--- src/rtl/call_stack_pkg.sv ---
// Shared stack encodings for the decoder and the return-address stack.
// Optional sticky error reporting is enabled by defining CALL_STACK_ERR_EN.
package call_stack_pkg;

    localparam logic [1:0] STACK_NOP  = 2'b00;
    localparam logic [1:0] STACK_POP  = 2'b01;
    localparam logic [1:0] STACK_PUSH = 2'b10;
    localparam logic [1:0] STACK_REPL = 2'b11;

    localparam int unsigned STACK_FULL_BIT  = 1;
    localparam int unsigned STACK_EMPTY_BIT = 0;

endpackage

--- src/rtl/call_stack_if.sv ---
// Decoder/fetch-side bundle of the return-address stack.
interface call_stack_if #(
    parameter int unsigned DEPTH      = 8,
    parameter int unsigned ADDR_WIDTH = 8
);
    import call_stack_pkg::*;

    logic [1:0]                     stack_control;
    logic [ADDR_WIDTH-1:0]          push_addr;
    logic [1:0]                     stack_flags;
    logic [ADDR_WIDTH-1:0]          ret_addr;
    logic [$clog2(DEPTH+1)-1:0]     depth_cnt;
    logic                           stack_err;

    modport master (
        output stack_control, push_addr,
        input  stack_flags, ret_addr, depth_cnt, stack_err
    );

    modport slave (
        input  stack_control, push_addr,
        output stack_flags, ret_addr, depth_cnt, stack_err
    );

endinterface

--- src/rtl/call_stack_mem.sv ---
// DEPTH x ADDR_WIDTH register array: one synchronous write port, one asynchronous read port.
module call_stack_mem #(
    parameter int unsigned DEPTH      = 8,
    parameter int unsigned ADDR_WIDTH = 8,
    localparam int unsigned IDXW      = $clog2(DEPTH)
) (
    input  logic                  clk,
    input  logic                  we,
    input  logic [IDXW-1:0]       waddr,
    input  logic [ADDR_WIDTH-1:0] wdata,
    input  logic [IDXW-1:0]       raddr,
    output logic [ADDR_WIDTH-1:0] rdata
);

    // No reset: contents are unobservable while the pointer says empty.
    logic [ADDR_WIDTH-1:0] mem [DEPTH];

    always_ff @(posedge clk) begin
        if (we) begin
            mem[waddr] <= wdata;
        end
    end

    assign rdata = mem[raddr];

endmodule

--- src/rtl/call_stack.sv ---
// Return-address LIFO with saturating occupancy pointer and RST-instruction soft clear.
// Define CALL_STACK_ERR_EN to build the sticky overflow/underflow indicator.
module call_stack
    import call_stack_pkg::*;
#(
    parameter int unsigned DEPTH      = 8,
    parameter int unsigned ADDR_WIDTH = 8
) (
    input  logic         clk,
    input  logic         rst,
    input  logic         sw_rst,
    call_stack_if.slave  bus
);

    localparam int unsigned SPW  = $clog2(DEPTH + 1);
    localparam int unsigned IDXW = $clog2(DEPTH);

    logic [SPW-1:0]        sp_q, sp_d;
    logic [IDXW-1:0]       sp_idx, top_idx, waddr;
    logic [ADDR_WIDTH-1:0] rdata;
    logic                  full, empty, clear, we;

    assign clear   = rst | sw_rst;
    assign full    = (sp_q == SPW'(DEPTH));
    assign empty   = (sp_q == '0);
    assign sp_idx  = sp_q[IDXW-1:0];
    assign top_idx = sp_idx - IDXW'(1);

    always_comb begin
        sp_d  = sp_q;
        we    = 1'b0;
        waddr = sp_idx;
        unique case (bus.stack_control)
            STACK_PUSH: begin
                if (!full) begin
                    we   = 1'b1;
                    sp_d = sp_q + SPW'(1);
                end
            end
            STACK_POP: begin
                if (!empty) begin
                    sp_d = sp_q - SPW'(1);
                end
            end
            STACK_REPL: begin
                we = 1'b1;
                if (empty) begin
                    sp_d = SPW'(1);
                end else begin
                    waddr = top_idx;
                end
            end
            default: ;
        endcase
        // A reset in the same cycle discards any pending write.
        if (clear) begin
            we   = 1'b0;
            sp_d = '0;
        end
    end

    always_ff @(posedge clk) begin
        sp_q <= sp_d;
    end

    call_stack_mem #(
        .DEPTH      (DEPTH),
        .ADDR_WIDTH (ADDR_WIDTH)
    ) u_mem (
        .clk   (clk),
        .we    (we),
        .waddr (waddr),
        .wdata (bus.push_addr),
        .raddr (top_idx),
        .rdata (rdata)
    );

    always_comb begin
        bus.stack_flags                  = 2'b00;
        bus.stack_flags[STACK_FULL_BIT]  = full;
        bus.stack_flags[STACK_EMPTY_BIT] = empty;
    end

    assign bus.ret_addr  = empty ? '0 : rdata;
    assign bus.depth_cnt = sp_q;

`ifdef CALL_STACK_ERR_EN
    logic err_q;
    logic err_event;

    assign err_event = ((bus.stack_control == STACK_PUSH) && full) ||
                       ((bus.stack_control == STACK_POP) && empty);

    always_ff @(posedge clk) begin
        if (clear) begin
            err_q <= 1'b0;
        end else if (err_event) begin
            err_q <= 1'b1;
        end
    end

    assign bus.stack_err = err_q;
`else
    assign bus.stack_err = 1'b0;
`endif

endmodule
--- src/flat_wrapper.sv ---
// flat-port wrapper written by rule: the top's interface ports become plain ports
module call_stack_flat import call_stack_pkg::*;
#(
    parameter int unsigned DEPTH      = 8,
    parameter int unsigned ADDR_WIDTH = 8
)
  (clk, rst, sw_rst, bus_stack_control, bus_push_addr, bus_stack_flags, bus_ret_addr, bus_depth_cnt, bus_stack_err);
  call_stack_if #(.DEPTH(DEPTH), .ADDR_WIDTH(ADDR_WIDTH)) bus_i ();
  input  logic clk;
  input  logic rst;
  input  logic sw_rst;
  input wire logic [$bits(bus_i.stack_control)-1:0] bus_stack_control;
  input wire logic [$bits(bus_i.push_addr)-1:0] bus_push_addr;
  output wire logic [$bits(bus_i.stack_flags)-1:0] bus_stack_flags;
  output wire logic [$bits(bus_i.ret_addr)-1:0] bus_ret_addr;
  output wire logic [$bits(bus_i.depth_cnt)-1:0] bus_depth_cnt;
  output wire logic [$bits(bus_i.stack_err)-1:0] bus_stack_err;
  assign bus_i.stack_control = bus_stack_control;
  assign bus_i.push_addr = bus_push_addr;
  assign bus_stack_flags = bus_i.stack_flags;
  assign bus_ret_addr = bus_i.ret_addr;
  assign bus_depth_cnt = bus_i.depth_cnt;
  assign bus_stack_err = bus_i.stack_err;
  call_stack #(.DEPTH(DEPTH), .ADDR_WIDTH(ADDR_WIDTH)) u_core (.clk(clk), .rst(rst), .sw_rst(sw_rst), .bus(bus_i));
endmodule
--- config.mk ---
export PLATFORM = sky130hd
export DESIGN_NAME = call_stack_flat
export DESIGN_NICKNAME = d
export VERILOG_FILES = /design/src/rtl/call_stack_pkg.sv /design/src/rtl/call_stack_if.sv /design/src/rtl/call_stack_mem.sv /design/src/rtl/call_stack.sv /design/src/flat_wrapper.sv
export SDC_FILE = /design/constraint.sdc
export NUM_CORES = 1
export LEC_CHECK = 0
export ABC_AREA = 1
export BUFFER_PORTS_ARGS = -buffer_cell sky130_fd_sc_hd__clkbuf_2
export CAP_MARGIN = 20
export CORE_MARGIN = 2
export CORE_UTILIZATION = 51
export CTS_CLUSTER_DIAMETER = 150
export DETAILED_ROUTE_END_ITERATION = 8
export HOLD_SLACK_MARGIN = 0.02
export PLACE_DENSITY_LB_ADDON = 0.05
export SYNTH_ARGS = -nofsm -noshare
export SYNTH_HDL_FRONTEND = slang
export SYNTH_SLANG_ARGS = --single-unit
--- constraint.sdc ---
create_clock -name clk -period 5.2 [get_ports clk]
set_input_delay 0.52 -clock clk [delete_from_list [all_inputs] [get_ports clk]]
set_output_delay 0.52 -clock clk [all_outputs]
set_load 0.02 [all_outputs]
-- After elaboration in Yosys (flattened, before gate mapping)
Memory sizes are Yosys's and may differ from the RTL's.
Index checks and enable logic that the tools add are counted.
- add/subtract/negate cells: 3
- eq/ne operators: 7
- multiplexer cells: 12
- bitwise gates (word level): 1
- reduce and logical (&&, ||, !) cells: 3
- operators with widths (operator ; count):
    2-to-1 mux 4 bit ; 3
    case mux 4 bit (3 select lines) ; 1
    2-to-1 mux 8 bit ; 1
    2-to-1 mux 3 bit ; 2
    adder 4 x 1 -> 4 bit, second input constant ; 1
    equality test 2 bit, second input constant ; 2
    equality test 4 bit, second input constant ; 1
    zero test 4 bit ; 1
    2-to-1 mux 1 bit ; 4
    inequality test 2 bit, second input constant ; 2
    AND reduction 4 bit ; 1
    subtractor 4 x 1 -> 4 bit, second input constant ; 1
    nonzero test 3 bit ; 1
    subtractor 3 x 1 -> 3 bit, second input constant ; 1
    equality test 2 x 1 -> 1 bit, second input constant ; 1
    inequality test 2 x 1 -> 1 bit, second input constant ; 1
    case mux 1 bit (2 select lines) ; 1
    OR 1 bit ; 1
- flip-flop bits (word level): 4
- memory bits (writable): 64
- bits of input ports: 13
- output and inout bits: 15
- word-level logic and storage cells: 28
- memories: 1
- memories (memory ; words ; bits a word ; read ports ; clocked after Yosys merged registers in ; wr ports ; line ; RTL):
    u_core.u_mem.mem ; 8 ; 8 ; 1 ; 0 ; 1 ; call_stack_mem.sv:16 ; logic [ADDR_WIDTH-1:0] mem [DEPTH];

-- Depth between registers and ports, before layout
Gate-level depths: netlist of the first run.
- depth after elaboration: 6
- mapped depth: 12
- gate-level depth less buffers: 12

-- By module
A second synthesis of the first run with hierarchy kept.
- cell total of the unflattened synthesis: 385
- area total of the unflattened synthesis: 3398.3 um^2
- by module, submodules not included (module ; times used ; cells each ; area each (um^2) ; seq. area each (um^2)):
    call_stack_mem ; 1 ; 295 ; 2890.3 ; 1921.8
    call_stack ; 1 ; 90 ; 508.0 ; 80.1

-- Least setup slack after synthesis of the first run
Ideal clock, no wire load.
- path kind: register -> output
- start: reg u_core.sp_q[0], in the netlist u_core.bus.depth_cnt[0]
- end: out bus_ret_addr[5]
- arrival time: 2.146 ns
- data required time: 4.680 ns
- path slack: 2.534 ns
- stages on the path, launching flop included: 11
- path buffers: 3
- path through: dfxtp_1 buf_4 inv_2 buf_2 ha_1 inv_1 buf_4 o21ai_0 o22ai_1 o21ai_0 a31oi_1
- cells in the longest elaborated chain, start to end: 3
- elaborated cells between the ends (all ways): 4
- those cells by class: add/sub: 1; mux: 1; reduce/logical: 1; memory: 1
- RTL lines (what ; line ; RTL):
    start, declared ; call_stack.sv:18 ; logic [SPW-1:0] sp_q, sp_d;
    start signal, assigned ; call_stack.sv:63 ; sp_q <= sp_d;
    subtractor 3 x 1 -> 3 bit ; call_stack.sv:27 ; assign top_idx = sp_idx - IDXW'(1);
    memory read (8 x 8 bit) ; n/a ;
    2-to-1 mux 8 bit (*) ; call_stack.sv:84 ; assign bus.ret_addr = empty ? '0 : rdata;
    end, declared ; flat_wrapper.sv:15 ; output wire logic [$bits(bus_i.ret_addr)-1:0] bus_ret_addr;
Every way passes the cells marked *; elsewhere a longest branch is shown, timed or not.

-- Final worst setup path of the first run
- start: reg u_core.sp_q[0], in the netlist u_core.bus.depth_cnt[0]
- end: out bus_ret_addr[7]
The elaborated chain is that of the path after synthesis.

==> reports/metrics.cfg, run 1 <==
[run_status]
status = completed

[critical_path]
r2r-start = u_core.bus.depth_cnt[0]
startpoint_type = register
reg2reg_depth = 7
crit_path_end_kind = output pin
r2r_slack_ns = 1.67
worstSetupPathType = register to output pin
worstReg2RegEnd = u_core.u_mem.mem[4][7]
critPathRequiredTime_ns = 4.68
cp.arrival_ns = 3.41
crit_fanout = 37

[timing]
fin_crit_sh_pct = 75.5
fin_tns_setup_ns = 0
slew_viol_final = 0
worst_pin_slew_ns = 0.775
clock.fmax_mhz = 255
rsz0062_at_grt = false
skew_ns = 0.00593
setup_viol = 0
finalCriticalPeriod_ns = 3.93
final-hold-violation-count = 0
relSlewSlack_pct = 48.1
fin_hold_ws_ns = 0.492

[floorplanning]
die_w_um = 80.5
dieArea_um2 = 6480
die_h_um = 80.5
core_um2 = 5570
pin_count = 28
initial_core_util_pct = 53.5
placementRows = 27

[yosys]
ys_types = 28
synth-seq-cells = 68
synth_area_leaders = edfxtp_1, nor2_1, o21ai_0
synth_area_um2 = 2980
yosysTopAreaCell = edfxtp_1
yosys_warnings = 0
syn_avg_cell_area_um2 = 11.3
synthesis.nets = 280
synth-seq-area-share_pct = 67.1
synth_top_area_share_pct = 64.4
netlist_instances = 265

[clocking]
cts-buffers-inserted = 9
h-tree-depth = 3
cts-root-buf = clkbuf_8
clk_pin_slew_ns = 0.07
cts_hold_buf = 0
cts_resized = 0
cts_tree = yes
cts_sinks = 68
ctsLongestPathBuffers = 2
post_cts_buffers = 0
insertion_delay_ns = 0.34

[route]
viasPerCell = 5.37
ant_nets = 0
first_pass_iters = 4
remaining_drc_errors = 0
wire_per_inst_um = 16.0
vias = 1972
wl_mm = 5.87
drt-initial-drc-count = 133

[hold_path]
min_from = bus_push_addr[6]
min_path_type = primary input to register
hold_depth = 1
min_to = u_core.u_mem.mem[7][6]

[place]
place_congestion = 0.796
place.port_buffers = 26
dp_hpwl_mm = 3.83

[final_layout]
diodes = 0
drive_gt1_share_pct = 18.6
fin_nets = 305
fillers = 464
syn_to_final_growth_pct = 12.9

[pwr]
vdd_ir_drop_max_v = 0.000259
p_leak_uw = 0.00124
pwr_density_cell_nw_per_um2 = 372

[job]
drv_cap = 0

[grt]
grt_usage_pct = 20.7
grt_pass1_vias = 1879
grt_max_degree = 38
grt_pass1_wl_mm = 9.49
grt.overflow.total = 0
antenna_found_initial = 0

cells in the mapped netlist:
cell       n
a211oi_2   1
a21oi_1    3
a21oi_2    1
a31oi_1    8
buf_2      6
buf_4      7
clkinv_1   1
conb_1     1
dfxtp_1    4
edfxtp_1  64
ha_1       2
inv_1     14
inv_2      3
inv_4      1
nand2_1   22
nand2_2    1
nand2_4    1
nand3_1    4
nand3_2    1
nand3_4    1
nor2_1    61
o21ai_0   42
o21ai_2    1
o21ai_4    1
o22ai_1    9
or2_2      1
xnor2_1    1
xor2_1     3
through the flow:
step	utilization (%)	power [uW]	worst slack, ns	cell area, um^2	instances
floorplan	-	715	2.53	2980	265
detailed placement	56.1	752	1.57	3130	351
CTS	60.4	1260	1.29	3370	367
global route	60.4	1300	1.00	3370	367
global placement	56.1	751	1.68	3130	351
finish	60.4	1250	1.27	3370	367
power by group:
group	switching, uW	internal [uW]
sequential	2.36	605
combinational	94.4	38.0
clock	195	317
total	292	960
worst max-delay path: stages, from the launching register on:
cell,delay (ns)
dfxtp_1,0.31
buf_4,0.34
inv_2,0.34
ha_1,0.62
inv_1,0.53
o21ai_0,0.18
o22ai_1,0.26
o21ai_0,0.14
a31oi_1,0.15
clkbuf_2,0.18
worst max-delay path by stage:
stage,slack (ns),startpoint,end
4_1_cts,1.29,u_core.bus.depth_cnt[0],bus_ret_addr[7]
6_report,1.27,u_core.bus.depth_cnt[0],bus_ret_addr[7]
5_1_grt,1.00,u_core.bus.depth_cnt[0],bus_ret_addr[7]
3_3_place_gp,1.68,u_core.bus.depth_cnt[0],u_core.u_mem.mem[4][5]
3_5_place_dp,1.57,u_core.bus.depth_cnt[0],u_core.u_mem.mem[4][4]
2_1_floorplan,2.53,u_core.bus.depth_cnt[0],bus_ret_addr[5]
routing by layer:
metal  wire length (um)  vias up  track usage [%]
met4                 95        0             9.15
met2               2620       43             29.5
li1                   -      974                -
met3                229       10             4.38
met5                  0        -                0
met1               2930      945             30.6
cells by family (layout without fill, tap and decap cells):
logic type / count (synthesis) / after routing / share of synthesized area (%)
buf+inv: 32 / 62 / 5.24
other cells: 1 / 1 / 0.126
flops: 68 / 68 / 67.1
xor+xnor: 4 / 4 / 1.17
fa+ha+maj: 2 / 2 / 0.839
simple gates: 92 / 92 / 12.8
compound gates: 66 / 66 / 12.7
placed cells by master (no fill, tap or decap), drive strengths merged, types with 2 or more instances in the layout:
cell type  count
bufinv         3
o22ai          9
inv           18
dfxtp          4
nor2          61
ha             2
xor2           3
clkbuf        35
a21oi          4
o21ai         44
edfxtp        64
nand2         24
a31oi          8
nand3          6
clkinv         4
final cells by class:
class,instances,area (um^2),share of cell area [%]
tap,72,90.1,2.68
clock buffer,9,124,3.68
sequential,68,2000,59.5
clock inverter,7,115,3.42
inverter,19,73.8,2.19
multi-input combinational,165,825,24.5
timing repair buffer,27,138,4.09
flip-flops by register name, indices dropped and copies added, names as in the netlist:
signal	flops
u_core.u_mem.mem	64
u_core.bus.depth_cnt	4
No activity file was read; power rests on OpenSTA's default activity.
==> inputs of run 2 (changes only) <==
- ABC_AREA: 1 -> 0
- clock period: 5.2 -> 4 ns (I/O delays scaled with it)
==> run 2 against run 1 <==
Synthesized cell count shrank 23%. Largest cell class unchanged. Highest routed layer unchanged. Critical path depth down 3. Global-route usage is 0.53 points lower. Sequential share of layout area fell by 0.74 points. Via count is 7.5% lower. Critical endpoint is now u_core.u_mem.mem[4][7]. Critical path type is now register to register.
==> reports/metrics.cfg, run 2 <==
[grt]
grt_pass1_wl_mm = 9.47  ; was 9.49 mm
grt_pass1_vias = 1766  ; was 1879
antenna_found_initial = 0  ; unchanged
grt_max_degree = 28  ; was 38
grt_usage_pct = 20.2  ; was 20.7%
grt.overflow.total = 0  ; unchanged

[final_layout]
layout_common_cells = edfxtp_1, clkbuf_2, o21ai_0  ; was edfxtp_1, nor2_1, o21ai_0
syn_to_final_growth_pct = 11.0  ; was 12.9%
fillers = 470  ; was 464
multiInputGateArea_um2 = 970  ; was 825 um^2
diodes = 0  ; unchanged
final_cell_area_um2 = 3410  ; was 3370 um^2
finalNonFillerCells = 305  ; was 367
largest_reg_flops = 64  ; unchanged
drive_gt1_share_pct = 24.8  ; was 18.6%
final_common_cell = edfxtp_1  ; unchanged
seq_area_um2 = 2000  ; unchanged
fin_nets = 240  ; was 305
regMostFlops = u_core.u_mem.mem  ; unchanged

[timing]
final-hold-violation-count = 0  ; unchanged
worst_pin_slew_ns = 0.855  ; was 0.775 ns
fin_crit_sh_pct = 71.3
rsz0062_at_grt = false  ; unchanged
fin_tns_setup_ns = 0  ; unchanged
skew_ns = 0.00706  ; was 0.00593 ns
relSlewSlack_pct = 42.8  ; was 48.1%
clock.fmax_mhz = 351
fin_ws_ns = 1.15  ; was 1.27 ns
finalCriticalPeriod_ns = 2.85
setup_viol = 0  ; unchanged
slew_viol_final = 0  ; unchanged

[floorplanning]
pin_count = 28  ; unchanged
dieArea_um2 = 6660  ; was 6480 um^2
die_w_um = 81.6  ; was 80.5 um
initial_core_util_pct = 52.2  ; was 53.5%
placementRows = 28  ; was 27
core_um2 = 5890  ; was 5570 um^2
die_h_um = 81.6  ; was 80.5 um

[critical_path]
crit_fanout = 12  ; was 37
critPathRequiredTime_ns = 3.96  ; was 4.68 ns
startpoint_type = register  ; unchanged
cp_top_family = simple AND/OR/NAND/NOR gates  ; was buffers and inverters
slowest_stage = nor2_1  ; was ha_1
path_buf_inv = 1  ; was 4
crit_path_end_kind = register  ; was output pin
worstSetupPathType = register to register  ; was register to output pin
crit_chain = inv_1, ha_1, nor3b_4, nor3_1, or3b_1, nor2_1  ; was buf_4, inv_2, ha_1, inv_1, o21ai_0, o22ai_1, o21ai_0, a31oi_1, clkbuf_2
max_stage_delay_ns = 0.65  ; was 0.62 ns
cp.arrival_ns = 2.81  ; was 3.41 ns

[route]
ant_nets = 0  ; unchanged
first_pass_iters = 4  ; unchanged
wl_mm = 6.16  ; was 5.87 mm
viasPerCell = 5.98  ; was 5.37
remaining_drc_errors = 0  ; unchanged
wire_per_inst_um = 20.2  ; was 16.0 um
vias = 1825  ; was 1972
drt-initial-drc-count = 297  ; was 133

[yosys]
synth_edf_count = 64  ; unchanged
yosys_warnings = 0  ; unchanged
synth_area_um2 = 3070  ; was 2980 um^2
synthMuxAreaShare_pct = 13.6  ; was 0%
synth-seq-cells = 68  ; unchanged
synth_adder_area_share_pct = 1.14  ; was 0.839%
netlist_instances = 203  ; was 265
synthArstFlopShare_pct = 0  ; unchanged
synth_area_leaders = edfxtp_1, mux4_2, mux4_1  ; was edfxtp_1, nor2_1, o21ai_0
syn_avg_cell_area_um2 = 15.1  ; was 11.3 um^2
ys_types = 41  ; was 28
ys.flop_type = edfxtp_1  ; unchanged
synth_top_area_share_pct = 62.6  ; was 64.4%
synth.most_common_cell = edfxtp_1  ; unchanged
yosysTopAreaCell = edfxtp_1  ; unchanged
synth-seq-area-share_pct = 65.2  ; was 67.1%
synth-xor-area-share_pct = 0.285  ; was 1.17%
synthTopCellsByCount = edfxtp_1, o21ai_0, nor2_1  ; was edfxtp_1, nor2_1, o21ai_0
synthSimpleGateAreaFrac_pct = 8.68  ; was 12.8%
synth_top_family_by_area = multiplexers  ; was simple AND/OR/NAND/NOR gates
synth_compound_area_share_pct = 7.78  ; was 12.7%
synthesis.nets = 218  ; was 280

[clocking]
cts-buffers-inserted = 9  ; unchanged
h-tree-depth = 3  ; unchanged
cts_resized = 0  ; unchanged
cts_sinks = 68  ; unchanged
clk_pin_slew_ns = 0.07  ; about the same
insertion_delay_ns = 0.33  ; was 0.34 ns
ctsLongestPathBuffers = 2  ; unchanged
cts_hold_buf = 0  ; unchanged
cts_tree = yes  ; unchanged
post_cts_buffers = 0  ; unchanged
cts-root-buf = clkbuf_8  ; unchanged

[job]
drv_cap = 0  ; unchanged

[hold_path]
min_path_type = primary input to register  ; unchanged

[place]
dp.cells = 289  ; was 351
dpl_worst_slack_ns = 1.13  ; was 1.57 ns
dp_hpwl_mm = 4.16  ; was 3.83 mm
place_congestion = 0.815  ; was 0.796
post_dp_cell_area_um2 = 3220  ; was 3130 um^2
place.port_buffers = 26  ; unchanged

[pwr]
vdd_ir_drop_max_v = 0.000265  ; was 0.000259 V
p_leak_uw = 0.00116  ; was 0.00124 uW
pwr_density_cell_nw_per_um2 = 439  ; was 372 nW/um^2

[run_status]
status = completed  ; unchanged

## run 2: path summary, 6_finish.rpt
path / start / endpoint / slack, ns / cells past startpoint
max reg2reg: u_core.bus.depth_cnt[0] / u_core.u_mem.mem[4][7] / 1.15 / 6
min reg2reg: u_core.bus.depth_cnt[3] / u_core.bus.depth_cnt[0] / 0.71 / 2
min: rst / u_core.bus.depth_cnt[3] / 0.28 / 2
max: u_core.bus.depth_cnt[0] / u_core.u_mem.mem[4][7] / 1.15 / 6
## run 2: cell families after synthesis
group,Yosys count
muxes,20
adders and majority gates,3
AOI/OAI and AO/OA,39
buffers and inverters,19
other,1
and+or+nand+nor,52
xor gates and xnor gates,1
DFF,68
## run 2: cell type report
class | count | area share [%]
Clock buffer | 10 | 3.74
Inverter | 2 | 0.220
Tap cell | 75 | 2.75
Timing Repair Buffer | 28 | 4.26
Sequential cell | 68 | 58.7
Clock inverter | 6 | 1.87
Multi-Input combinational cell | 116 | 28.4
## run 2: per-layer routing
layer | part of all wire [%] | up-vias | GRT usage [%]
met4 | 0.99 | 0 | 8.67
met3 | 5.1 | 11 | 4.29
met1 | 44 | 910 | 28.5
met2 | 49 | 61 | 30.7
met5 | 0 | - | 0
li1 | - | 843 | -
## run 2: report_power, final
part,switching (uW),internal (uW)
Clock,258,288
Sequential,5.02,785
Combinational,97.0,63.3
## run 2: through the flow
step	hold WS [ns]	utilization, %	total power, uW
6_report	0.282	57.9	1500
3_3_place_gp	0.619	54.7	965
2_1_floorplan	0.472	-	921
3_5_place_dp	0.630	54.7	967
5_1_grt	0.286	57.9	1550
4_1_cts	0.266	57.9	1510
